File: src/rtl/pipe_pkg.sv
// pipe_pkg: shared types for the pipeline controller.
//   state_t    - controller FSM states
//   stage_en_t - bundle of the five per-stage register load enables
//   WAIT_W     - width of the memory-wait counter
package pipe_pkg;

  typedef enum logic [1:0] {
    INIT     = 2'd0,
    RUN      = 2'd1,
    MEM_WAIT = 2'd2,
    HALT     = 2'd3
  } state_t;

  typedef struct packed {
    logic pc;
    logic if_id;
    logic id_ex;
    logic ex_mem;
    logic mem_wb;
  } stage_en_t;

  localparam int WAIT_W = 16;

  localparam stage_en_t EN_NONE = stage_en_t'(5'b00000);
  localparam stage_en_t EN_ALL  = stage_en_t'(5'b11111);

endpackage

File: src/rtl/pipeline_ctrl_if.sv
// pipeline_ctrl_if: hazard/stall signals between the pipeline datapath and
// its controller.
//   Datapath -> controller : id_rs1, id_rs2, ex_rd, ex_memread, ex_redirect,
//                            imem_ready, mem_req, dmem_ready
//   Controller -> datapath : pc_en, if_id_en, id_ex_en, ex_mem_en, mem_wb_en,
//                            if_id_flush, id_ex_bubble, halted, mem_timeout
// Modports: master = datapath side, slave = controller side.
interface pipeline_ctrl_if #(
  parameter int REG_ADDR_W = 5
) ();

  logic [REG_ADDR_W-1:0] id_rs1;
  logic [REG_ADDR_W-1:0] id_rs2;
  logic [REG_ADDR_W-1:0] ex_rd;
  logic                  ex_memread;
  logic                  ex_redirect;
  logic                  imem_ready;
  logic                  mem_req;
  logic                  dmem_ready;

  logic                  pc_en;
  logic                  if_id_en;
  logic                  id_ex_en;
  logic                  ex_mem_en;
  logic                  mem_wb_en;
  logic                  if_id_flush;
  logic                  id_ex_bubble;
  logic                  halted;
  logic                  mem_timeout;

  modport master (
    output id_rs1, id_rs2, ex_rd, ex_memread, ex_redirect,
           imem_ready, mem_req, dmem_ready,
    input  pc_en, if_id_en, id_ex_en, ex_mem_en, mem_wb_en,
           if_id_flush, id_ex_bubble, halted, mem_timeout
  );

  modport slave (
    input  id_rs1, id_rs2, ex_rd, ex_memread, ex_redirect,
           imem_ready, mem_req, dmem_ready,
    output pc_en, if_id_en, id_ex_en, ex_mem_en, mem_wb_en,
           if_id_flush, id_ex_bubble, halted, mem_timeout
  );

endinterface

File: src/rtl/hazard_detect.sv
// hazard_detect: combinational load-use hazard compare.
//   ex_memread, ex_rd : load in EX and its destination register
//   id_rs1, id_rs2    : sources of the instruction in ID
//   load_use          : ID must wait one cycle for the load result
module hazard_detect #(
  parameter int REG_ADDR_W = 5
) (
  input  logic                  ex_memread,
  input  logic [REG_ADDR_W-1:0] ex_rd,
  input  logic [REG_ADDR_W-1:0] id_rs1,
  input  logic [REG_ADDR_W-1:0] id_rs2,
  output logic                  load_use
);

  // Register 0 is hardwired to zero, so a load targeting it never produces a
  // value worth waiting for.
  always_comb begin
    load_use = ex_memread && (ex_rd != '0) &&
               ((ex_rd == id_rs1) || (ex_rd == id_rs2));
  end

endmodule

File: src/rtl/pipeline_ctrl.sv
// pipeline_ctrl: stall/flush/halt controller for a 5-stage pipeline.
//   clk, arst_n  : clock (rising edge) and asynchronous active-low reset
//   bus (slave)  : hazard inputs and stage enables, see pipeline_ctrl_if
//   stall_cycles : (PIPE_CTRL_PERF_EN only) cycles with pc_en=0 in RUN/MEM_WAIT
//   flush_count  : (PIPE_CTRL_PERF_EN only) redirect flush cycles
// Optional feature macro: PIPE_CTRL_PERF_EN adds the two saturating
// performance counters and their ports.
module pipeline_ctrl
  import pipe_pkg::*;
#(
  parameter int REG_ADDR_W = 5,
  parameter int TIMEOUT    = 256,
  parameter int PERF_W     = 32
) (
  input  logic              clk,
  input  logic              arst_n,
  pipeline_ctrl_if.slave    bus
`ifdef PIPE_CTRL_PERF_EN
  ,
  output logic [PERF_W-1:0] stall_cycles,
  output logic [PERF_W-1:0] flush_count
`endif
);

  localparam logic [WAIT_W-1:0] TIMEOUT_CNT = WAIT_W'(TIMEOUT);

  state_t            state, state_next;
  logic [WAIT_W-1:0] wait_cnt;
  logic              mem_timeout_q;
  logic              load_use;
  stage_en_t         en, run_en;
  logic              flush, bubble, run_flush, run_bubble;
  logic              redirect_flush;
  logic              mem_stall;
  logic              timeout_hit;

  hazard_detect #(
    .REG_ADDR_W (REG_ADDR_W)
  ) u_hazard (
    .ex_memread (bus.ex_memread),
    .ex_rd      (bus.ex_rd),
    .id_rs1     (bus.id_rs1),
    .id_rs2     (bus.id_rs2),
    .load_use   (load_use)
  );

  // Next state and outputs. run_* holds the redirect > load-use > fetch-miss
  // evaluation, reused both in RUN and on the cycle a memory wait completes.
  always_comb begin
    en             = EN_NONE;
    flush          = 1'b0;
    bubble         = 1'b0;
    redirect_flush = 1'b0;
    state_next     = state;

    run_en     = EN_ALL;
    run_flush  = 1'b0;
    run_bubble = 1'b0;
    if (bus.ex_redirect) begin
      run_flush  = 1'b1;
      run_bubble = 1'b1;
    end else if (load_use) begin
      run_en.pc    = 1'b0;
      run_en.if_id = 1'b0;
      run_bubble   = 1'b1;
    end else if (!bus.imem_ready) begin
      run_en.pc = 1'b0;
      run_flush = 1'b1;
    end

    mem_stall   = (state == RUN) && bus.mem_req && !bus.dmem_ready;
    timeout_hit = (state == MEM_WAIT) && !bus.dmem_ready &&
                  (wait_cnt == TIMEOUT_CNT);

    case (state)
      INIT: state_next = RUN;
      RUN: begin
        if (mem_stall) begin
          state_next = MEM_WAIT;
        end else begin
          en             = run_en;
          flush          = run_flush;
          bubble         = run_bubble;
          redirect_flush = bus.ex_redirect;
        end
      end
      MEM_WAIT: begin
        if (bus.dmem_ready) begin
          en             = run_en;
          flush          = run_flush;
          bubble         = run_bubble;
          redirect_flush = bus.ex_redirect;
          state_next     = RUN;
        end else if (timeout_hit) begin
          state_next = HALT;
        end
      end
      HALT:    state_next = HALT;
      default: state_next = INIT;
    endcase
  end

  always_ff @(posedge clk or negedge arst_n) begin
    if (!arst_n) state <= INIT;
    else         state <= state_next;
  end

  // The stall cycle spent in RUN counts as the first wait cycle; the counter
  // holds at TIMEOUT instead of wrapping.
  always_ff @(posedge clk or negedge arst_n) begin
    if (!arst_n) begin
      wait_cnt      <= '0;
      mem_timeout_q <= 1'b0;
    end else begin
      if (mem_stall) begin
        wait_cnt <= WAIT_W'(1);
      end else if ((state == MEM_WAIT) && !bus.dmem_ready &&
                   (wait_cnt != TIMEOUT_CNT)) begin
        wait_cnt <= wait_cnt + WAIT_W'(1);
      end
      if (timeout_hit) mem_timeout_q <= 1'b1;
    end
  end

  assign bus.pc_en        = en.pc;
  assign bus.if_id_en     = en.if_id;
  assign bus.id_ex_en     = en.id_ex;
  assign bus.ex_mem_en    = en.ex_mem;
  assign bus.mem_wb_en    = en.mem_wb;
  assign bus.if_id_flush  = flush;
  assign bus.id_ex_bubble = bubble;
  assign bus.halted       = (state == HALT);
  assign bus.mem_timeout  = mem_timeout_q;

`ifdef PIPE_CTRL_PERF_EN
  logic stall_inc;
  assign stall_inc = ((state == RUN) || (state == MEM_WAIT)) && !en.pc;

  // Both counters stick at all-ones rather than wrapping.
  always_ff @(posedge clk or negedge arst_n) begin
    if (!arst_n) begin
      stall_cycles <= '0;
      flush_count  <= '0;
    end else begin
      if (stall_inc && !(&stall_cycles))
        stall_cycles <= stall_cycles + PERF_W'(1);
      if (redirect_flush && !(&flush_count))
        flush_count <= flush_count + PERF_W'(1);
    end
  end
`endif

endmodule

File: src/flat_wrapper.sv
// flat-port wrapper written by rule: the top's interface ports become plain ports
module pipeline_ctrl_flat import pipe_pkg::*;
#(
  parameter int REG_ADDR_W = 5,
  parameter int TIMEOUT    = 256,
  parameter int PERF_W     = 32
)
  (clk, arst_n, bus_id_rs1, bus_id_rs2, bus_ex_rd, bus_ex_memread, bus_ex_redirect, bus_imem_ready, bus_mem_req, bus_dmem_ready, bus_pc_en, bus_if_id_en, bus_id_ex_en, bus_ex_mem_en, bus_mem_wb_en, bus_if_id_flush, bus_id_ex_bubble, bus_halted, bus_mem_timeout);
  pipeline_ctrl_if #(.REG_ADDR_W(REG_ADDR_W)) bus_i ();
  input  logic clk;
  input  logic arst_n;
  input wire logic [$bits(bus_i.id_rs1)-1:0] bus_id_rs1;
  input wire logic [$bits(bus_i.id_rs2)-1:0] bus_id_rs2;
  input wire logic [$bits(bus_i.ex_rd)-1:0] bus_ex_rd;
  input wire logic [$bits(bus_i.ex_memread)-1:0] bus_ex_memread;
  input wire logic [$bits(bus_i.ex_redirect)-1:0] bus_ex_redirect;
  input wire logic [$bits(bus_i.imem_ready)-1:0] bus_imem_ready;
  input wire logic [$bits(bus_i.mem_req)-1:0] bus_mem_req;
  input wire logic [$bits(bus_i.dmem_ready)-1:0] bus_dmem_ready;
  output wire logic [$bits(bus_i.pc_en)-1:0] bus_pc_en;
  output wire logic [$bits(bus_i.if_id_en)-1:0] bus_if_id_en;
  output wire logic [$bits(bus_i.id_ex_en)-1:0] bus_id_ex_en;
  output wire logic [$bits(bus_i.ex_mem_en)-1:0] bus_ex_mem_en;
  output wire logic [$bits(bus_i.mem_wb_en)-1:0] bus_mem_wb_en;
  output wire logic [$bits(bus_i.if_id_flush)-1:0] bus_if_id_flush;
  output wire logic [$bits(bus_i.id_ex_bubble)-1:0] bus_id_ex_bubble;
  output wire logic [$bits(bus_i.halted)-1:0] bus_halted;
  output wire logic [$bits(bus_i.mem_timeout)-1:0] bus_mem_timeout;
  assign bus_i.id_rs1 = bus_id_rs1;
  assign bus_i.id_rs2 = bus_id_rs2;
  assign bus_i.ex_rd = bus_ex_rd;
  assign bus_i.ex_memread = bus_ex_memread;
  assign bus_i.ex_redirect = bus_ex_redirect;
  assign bus_i.imem_ready = bus_imem_ready;
  assign bus_i.mem_req = bus_mem_req;
  assign bus_i.dmem_ready = bus_dmem_ready;
  assign bus_pc_en = bus_i.pc_en;
  assign bus_if_id_en = bus_i.if_id_en;
  assign bus_id_ex_en = bus_i.id_ex_en;
  assign bus_ex_mem_en = bus_i.ex_mem_en;
  assign bus_mem_wb_en = bus_i.mem_wb_en;
  assign bus_if_id_flush = bus_i.if_id_flush;
  assign bus_id_ex_bubble = bus_i.id_ex_bubble;
  assign bus_halted = bus_i.halted;
  assign bus_mem_timeout = bus_i.mem_timeout;
  pipeline_ctrl #(.REG_ADDR_W(REG_ADDR_W), .TIMEOUT(TIMEOUT), .PERF_W(PERF_W)) u_core (.clk(clk), .arst_n(arst_n), .bus(bus_i));
endmodule
File: config.mk
export PLATFORM = sky130hd
export DESIGN_NAME = pipeline_ctrl_flat
export DESIGN_NICKNAME = d
export VERILOG_FILES = /design/src/rtl/pipe_pkg.sv /design/src/rtl/pipeline_ctrl_if.sv /design/src/rtl/hazard_detect.sv /design/src/rtl/pipeline_ctrl.sv /design/src/flat_wrapper.sv
export SDC_FILE = /design/constraint.sdc
export NUM_CORES = 1
export LEC_CHECK = 0
export BUFFER_PORTS_ARGS = -buffer_cell sky130_fd_sc_hd__clkbuf_2
export CAP_MARGIN = 20
export CORE_MARGIN = 5
export CORE_UTILIZATION = 45
export DETAILED_ROUTE_END_ITERATION = 8
export PLACE_DENSITY_LB_ADDON = 0.2
export SLEW_MARGIN = 20
export SYNTH_ARGS = -nofsm -noshare
export SYNTH_HDL_FRONTEND = slang
export SYNTH_HIERARCHICAL = 1
export SYNTH_SLANG_ARGS = --single-unit
File: constraint.sdc
create_clock -name clk -period 1.8 [get_ports clk]
set_input_delay 0.36 -clock clk [delete_from_list [all_inputs] [get_ports clk]]
set_output_delay 0.36 -clock clk [all_outputs]
set_load 0.01 [all_outputs]
# After elaboration in Yosys (flattened, before gate mapping)
# Index checks and enable logic that the tools add are counted.
# Widths: inputs -> output; s select.
[classes]
add_sub_neg = 1
eq_ne = 9
mux = 24
reduce_logical = 13
[ops]
columns = ["cell", "n"]
rows = [
  ["$mux 16", 2],
  ["$add 16x1->16 const B", 1],
  ["$eq 16x9->1 const B", 1],
  ["$ne 16x9->1 const B", 1],
  ["$mux 1", 12],
  ["$eq 5x5->1", 2],
  ["$mux 5", 2],
  ["$pmux 5 s2", 1],
  ["$mux 2", 4],
  ["$pmux 2 s4", 1],
  ["$logic_and 1x1->1", 7],
  ["$reduce_bool 5->1", 1],
  ["$eq 2x2->1 const B", 2],
  ["$pmux 1 s2", 2],
  ["$ne 3x2->1 const B", 1],
  ["$eq 2x1->1 const B", 1],
  ["$logic_not 2->1", 1],
  ["$ne 2x1->1 const B", 1],
  ["$reduce_and 2->1", 1],
  ["$reduce_bool 2->1", 1],
  ["$logic_not 1->1", 1],
  ["$logic_or 1x1->1", 1],
]
[totals]
ff_bits = 19
input_bits = 22
output_inout_bits = 9
elab_cells = 50

# Longest topological paths before layout
# Gate-level depths: netlist (run 1).
[depth]
word_depth = 7
mapped_depth = 6
mapped_depth_nobuf = 6

# By module
# The synthesis (run 1) kept the hierarchy.
[by_module_without_submodules]
columns = ["module", "n_inst", "cells_each", "area_per_inst_um2", "seq_area_each_um2"]
rows = [
  ["pipeline_ctrl", 1, 122, 1148.6, 475.5],
  ["hazard_detect", 1, 17, 125.1, 0.0],
]

# Worst setup path after synthesis (run 1)
# Ideal clock, no wire load.
[synth_timing]
kind = "register to output"
start = "register u_core.state[1]"
end = "output bus_if_id_flush"
arrival_ps = 1866
required_time_ps = 1440
slack_ps = -426
stages_incl_launch_ff = 7
n_path_buf = 0
cell_sequence = "dfrtp_1 -> inv_1 -> ha_1 -> o21ai_0 -> a21oi_1 -> a21boi_1 -> a21boi_0"
[synth_via]
elab_chain_cells = 5
elab_cells_between_ends = 6
classes_between = "2 x eq/ne; 2 x mux; 2 x reduce/logical"
[synth_rtl]
columns = ["item", "line", "rtl"]
rows = [
  ["from (decl)", "pipeline_ctrl.sv:27", "state_t state, state_next;"],
  ["from (signal assigned)", "pipeline_ctrl.sv:105", "else state <= state_next;"],
  ["$eq 2x1->1", "pipeline_ctrl.sv:71, pipeline_ctrl.sv:75", ""],
  ["$logic_and 1x1->1 (2 in a row)", "pipeline_ctrl.sv:71", "mem_stall = (state == RUN) && bus.mem_req && !bus.dmem_ready;"],
  ["$mux 1", "pipeline_ctrl.sv:78", "if (mem_stall) begin"],
  ["$pmux 1 s2 *", "pipeline_ctrl.sv:75", "case (state)"],
  ["to (decl)", "flat_wrapper.sv:25", "output wire logic [$bits(bus_i.if_id_flush)-1:0] bus_if_id_flush;"],
]
# Mark *: on every way between the ends. The rest lies on a longest branch, timed or not.

# Worst setup path in the final report (run 1)
# Ends and elaborated chain as after synthesis.

==> results of run 1 <==
==> per-stage QoR <==
step	area, sq um	hold WS (ns)
finish	1997	-0.009286
detailed placement	1665	0.3448
floorplan	1338	0.06441
CTS	1789	0.01557
global route	1997	0.01924
global placement	1665	0.3358
==> metal layers <==
metal | routed length [um] | share of wire [%]
met1 | 1506 | 39
met2 | 2185 | 57
met3 | 88 | 2.3
met4 | 72 | 1.9
met5 | 0 | 0
==> worst reg2reg max path: cells and delay by family (launching register included) <==
family                   cells  cell delay, ns
adder cells (fa/ha/maj)      1            0.16
buffers and inverters        4            0.43
flip-flops                   1            0.45
AO/OA/AOI/OAI                1            0.11
AND/OR/NAND/NOR              3            0.77
==> area by class of cell <==
type	count	area, sq um
Multi-Input combinational cell	108	969.7
Tap cell	31	38.79
Timing Repair Buffer	64	450.4
Sequential cell	19	476.7
Clock buffer	3	22.52
Fill cell	205	737.0
Inverter	9	33.78
Clock inverter	1	5.005
==> worst paths after layout <==
path                                             start                     end  slack, ns  cells after the start
min in group clk                           bus_mem_req      u_core/wait_cnt[0]       0.47                      3
worst min register to register  u_core/bus.mem_timeout  u_core/bus.mem_timeout       0.50                      1
worst min-delay path                            arst_n     u_core/wait_cnt[13]     -0.009                      1
worst max register to register         u_core/state[0]     u_core/wait_cnt[13]      -0.19                      9
worst max-delay path                   u_core/state[1]         bus_if_id_flush      -0.27                      7
max in group asynchronous                       arst_n         u_core/state[0]       1.44                      1
==> state kept, by name, summed over array words and instances (netlist names) <==
register / count
u_core/bus.mem_timeout: 1
u_core/state: 2
u_core/wait_cnt: 16
==> synthesized netlist by cell type, drive strengths merged (3+ instances only) <==
cell type   n  area (sq um)
a21oi      11         55.05
dfrtp      19         475.5
ha          6         75.07
inv         9         33.78
nand2      10         37.54
nand3       7         47.55
nand4       3         25.02
nor2        9         33.78
nor3        3         15.01
nor4        5         31.28
o21ai       6         30.02
or3         6         42.54
xnor2      11         96.34
xor2        6         52.55
==> timing repair <==
action,in CTS,in global routing
setup endpoints to repair,8,17
setup buffers,6,8
gates resized for setup,12,34
pin swaps,10,5
==> logic make-up after synthesis <==
family,after synthesis,share of synthesized area [%]
AOI/OAI and AO/OA,28,13.85
xor gates and xnor gates,17,11.69
adders and majority gates,6,5.894
buffers and inverters,12,4.125
DFF,19,37.33
muxes,2,1.572
and+or+nand+nor,55,25.54
==> where the power goes <==
| part | leakage [nW] | internal [W] | switching (W) |
|---|---|---|---|
| Combinational | 0.675 | 0.0000396 | 0.0000402 |
| Clock | 0.0177 | 0.0000829 | 0.000142 |
| Sequential | 0.239 | 0.000427 | 0 |
| Total | 0.932 | 0.000549 | 0.000182 |
==> flow_metrics.tcl, run 1 <==
set metrics [dict create \
    max-cap-violations 0 \
    period_share_pct 115.0 \
    slowest_stage "dfrtp_1" \
    cts_tree "built" \
    fin_ws_ns -0.2700 \
    period_needed_ns 2.070 \
    finalSetupTns_ns -2.261 \
    drc 0 \
    netlist_instances 139 \
    crit_top_cell "a21boi_4" \
    fin_worst_skew_ns 0.008796 \
    grt_max_degree 20 \
    yosysUniqueCellTypes 39 \
    cts_buffers 3 \
    slew_viol_final 0 \
    cts.path.max_buffers 2 \
    clkSlewWorstSetupHoldPaths_ns 0.12 \
    die_w_um 63.20 \
    fin_cells 235 \
    powerDensity_nw_per_um2 366.1 \
    dp.cells 218 \
    grt_most_used_layer "met2" \
    io_buffers 30 \
    firstDrtPassIters 4 \
    grt_pass1_wl_um 5747 \
    place_ws_ns -0.2551 \
    ys_async_sr_fraction_pct 100.0 \
    drt_wl_total_um 3853 \
    grtUsageMet1_pct 20.75 \
    hold_ws_ns -0.009286 \
    avgSynthCellArea_sq_um 9.163 \
    hold_buffers 0 \
    final_nets 233 \
    crit_fanout 3 \
    ys_ff_latch 19 \
    hpwl_um 2501 \
    synthFlopType "dfrtp_1" \
    grt_pass1_vias 1298 \
    synth_fp_nets 167 \
    met3_usage_pct 2.842 \
    core_sq_um 2734 \
    ir_worst_vdd_mv 0.4829 \
    fin_util_pct 73.04 \
    leakage_nw 0.9319 \
    antenna_found_initial 0 \
    place.gp.congestion 0.8297 \
    cp-end-kind "primary output" \
    yosysWarningCount 6 \
    cts_max_level 1 \
    cp-start-kind "flop" \
    rsz0062_at_grt "true" \
    via_per_inst 5.553 \
    worstHoldPathType "in -> async" \
    postRouteAntennaNets 0 \
    setup_viol 16 \
    slowest_delay_ns 0.44 \
    worstPathRequired_ns 1.44 \
    hold_viol 12 \
    max_slew.worst_pin.slew_ns 0.4912 \
    via_count 1305 \
    wl_per_cell_um 16.40 \
    violations "negative hold slack, negative setup slack" \
    fmax_mhz 483.1 \
    final_cell_mix "buf_4, clkbuf_2, dfrtp_1" \
    area_delta_synth_final_pct 56.78 \
    total_power_w 0.0007310 \
    cp_data_arrival_time_ns 1.71 \
    start_util_pct 46.59 \
    cts_sinks 19 \
    synth_seq_area_share_pct 37.33 \
    first_iter_violations 30 \
    syn-cell-area_sq_um 1274 \
    path_delay_family "compound AO/OA/AOI/OAI gates" \
    die-area_sq_um 3994 \
    row_count 19 \
    io_pins 31 \
    mostFrequentLayoutCell "buf_4" \
    worstSetupPathType "reg -> out" \
    antenna_cells 0 \
    status "finished with violations" \
    chipHeight_um 63.20 \
    grt_util_met2_pct 32.18 \
    cts-root-buf "clkbuf_4" \
    grt.overflow.total 0 \
    clk-insertion-delay-late_ns 0.30 \
    slew_headroom_pct 67.25 \
    track_usage_pct 17.44 \
    crit_buf_inv 2 \
    synth_edf_count 0 \
    crit_chain "inv_2 -> ha_4 -> nand2b_4 -> a21oi_4 -> a21boi_4 -> a21boi_4 -> buf_2" \
    drive_gt1_share_pct 51.96 \
]
(Power assumes the default switching activity.)
==> run 2: changes to the inputs <==
- BUFFER_PORTS_ARGS: -buffer_cell sky130_fd_sc_hd__clkbuf_2 -> -buffer_cell sky130_fd_sc_hd__buf_2
- SETUP_SLACK_MARGIN: default -> 0.1
==> run 2 against run 1 <==
The run ends with negative setup slack left. Die area did not move. Register-to-register slack improved by 0.16 ns. Global-route usage is 1.2 points lower. Largest cell class unchanged. Clock skew fell by 0.0072 ns. Design area shrank 1.9%. Critical endpoint unchanged. Critical path type unchanged. Utilization shrank 1.4 points. Sequential share of layout area rose by 0.54 points. Setup slack gained 0.019 ns.
==> flow_metrics.tcl, run 2 (same netlist as run 1, synthesis figures left out) <==
set metrics [dict create \
    status "finished with violations" \
    violations "negative setup slack" \
    cts_sinks 19 \
    cts_buffers 3 \
    r2r_slack_ns -0.03 \
    r2r-end "u_core/wait_cnt[15]" \
    clk-insertion-delay-late_ns 0.29 \
    grt_pass1_vias 1270 \
    fillers 190 \
    via_count 1260 \
    period_share_pct 114.0 \
    final_cell_mix "buf_2, dfrtp_1, buf_4" \
    first_iter_violations 20 \
    track_usage_pct 16.24 \
    drc 0 \
    leakage_nw 0.8769 \
    dp.cells 209 \
    antenna_cells 0 \
    cp_data_arrival_time_ns 1.69 \
    final_nets 223 \
    hpwl_um 2367 \
    core_sq_um 2734 \
    finalSetupTns_ns -0.9806 \
    setup_viol 10 \
    max-cap-violations 0 \
    die-area_sq_um 3994 \
    drt_wl_total_um 3325 \
    chipHeight_um 63.20 \
    cp-start-kind "flop" \
    grt_max_degree 20 \
    start_util_pct 46.59 \
    worstHoldPathType "in -> reg" \
    min_from "bus_mem_req" \
    rsz0062_at_grt "true" \
    p_int_w 0.0005502 \
    fmax_mhz 487.5 \
    die_w_um 63.20 \
    cts-root-buf "clkbuf_4" \
    pwr-share-comb_pct 11.0 \
    drive_gt1_share_pct 49.48 \
    antenna_found_initial 0 \
    slew_headroom_pct 71.45 \
    worstSetupPathType "reg -> out" \
    fin_worst_skew_ns 0.001634 \
    postRouteAntennaNets 0 \
    whs_endpoint "u_core/wait_cnt[0]" \
    clkSlewWorstSetupHoldPaths_ns 0.11 \
    seq_power_share_pct 59.4 \
    via_per_inst 5.600 \
    fin_cells 225 \
    place.gp.congestion 0.8192 \
    fin_ws_ns -0.2511 \
    grt_pass1_wl_um 5430 \
    crit_fanout 3 \
    multi_input_area_sq_um 987.2 \
    fin_util_pct 71.62 \
    max_slew.worst_pin.slew_ns 0.4283 \
    row_count 19 \
    worstPathRequired_ns 1.44 \
    place_ws_ns -0.2181 \
    r2r-start "u_core/state[0]" \
    r2r_cells 7 \
    clkPwrFrac_pct 29.5 \
    cts.path.max_buffers 2 \
    powerDensity_nw_per_um2 366.5 \
    wl_per_cell_um 14.78 \
    grt.overflow.total 0 \
    cts_max_level 1 \
    hold_viol 0 \
    period_needed_ns 2.051 \
    seq_area_sq_um 478.0 \
    firstDrtPassIters 4 \
    cts_tree "built" \
    whs_path_depth 3 \
    ir_worst_vdd_mv 0.4756 \
    io_pins 31 \
    cp-end-kind "primary output" \
    slew_viol_final 0 \
    largest-register "u_core/wait_cnt" \
    switching_share_pct 23.34 \
    p_sw_w 0.0001675 \
    io_buffers 30 \
    mostFrequentLayoutCell "buf_2" \
    area_delta_synth_final_pct 53.73 \
    largest_register_ffs 16 \
]
[run 2: worst max-delay path by stage]
stage | startpoint | to | slack (ns)
floorplan | bus_ex_rd[1] | bus_if_id_flush | -0.02
global placement | bus_ex_rd[1] | bus_if_id_flush | -0.20
detailed placement | bus_ex_rd[4] | bus_if_id_flush | -0.22
CTS | u_core/state[1] | bus_if_id_flush | -0.26
global route | u_core/state[1] | bus_if_id_flush | -0.35
finish | u_core/state[1] | bus_if_id_flush | -0.25
[run 2: cell type report]
class	count	share of cell area, %
multi-input cells	108	50.42
flip-flops and latches	19	24.41
repair buffers	54	20.06
well taps	31	1.981
inverters	9	1.725
clock buffers	3	1.150
clock inverters	1	0.2556
[run 2: per-layer routing]
layer	share of wire, %	GRT usage, %
met2	57	30.64
met5	0	0
met1	39	18.39
met4	1.2	2.597
met3	3.0	4.263
[run 2: critical path: stages (launching register included)]
cell,delay (ns)
dfrtp_1,0.44
buf_6,0.14
ha_4,0.21
a21oi_4,0.12
a21boi_4,0.20
a21boi_4,0.18
buf_6,0.11
[run 2: per-stage QoR]
stage | total power, W | hold slack, ns | cell area [sq um]
floorplan | 0.0004597 | 0.06441 | 1343
global placement | 0.0005083 | 0.3177 | 1603
detailed placement | 0.0005118 | 0.3212 | 1603
CTS | 0.0007258 | 0.3811 | 1765
global route | 0.0007632 | 0.4026 | 1958
finish | 0.0007177 | 0.4323 | 1958
[run 2: power by group through the flow]
stage / combinational (W) / clock, W / sequential (W)
floorplan: 0.0000247 / 0 / 0.000435
global placement: 0.0000734 / 0 / 0.000435
detailed placement: 0.0000769 / 0 / 0.000435
CTS: 0.0000800 / 0.000219 / 0.000427
global route: 0.0000871 / 0.000249 / 0.000427
finish: 0.0000793 / 0.000212 / 0.000427
[run 2: timing repair]
item	4_1_cts	5_1_grt
hold buffers	1	0
pin swaps	10	6
endpoints found under the setup margin	12	24
hold endpoints to repair	19	0
setup buffers	9	2
resized for setup	11	30
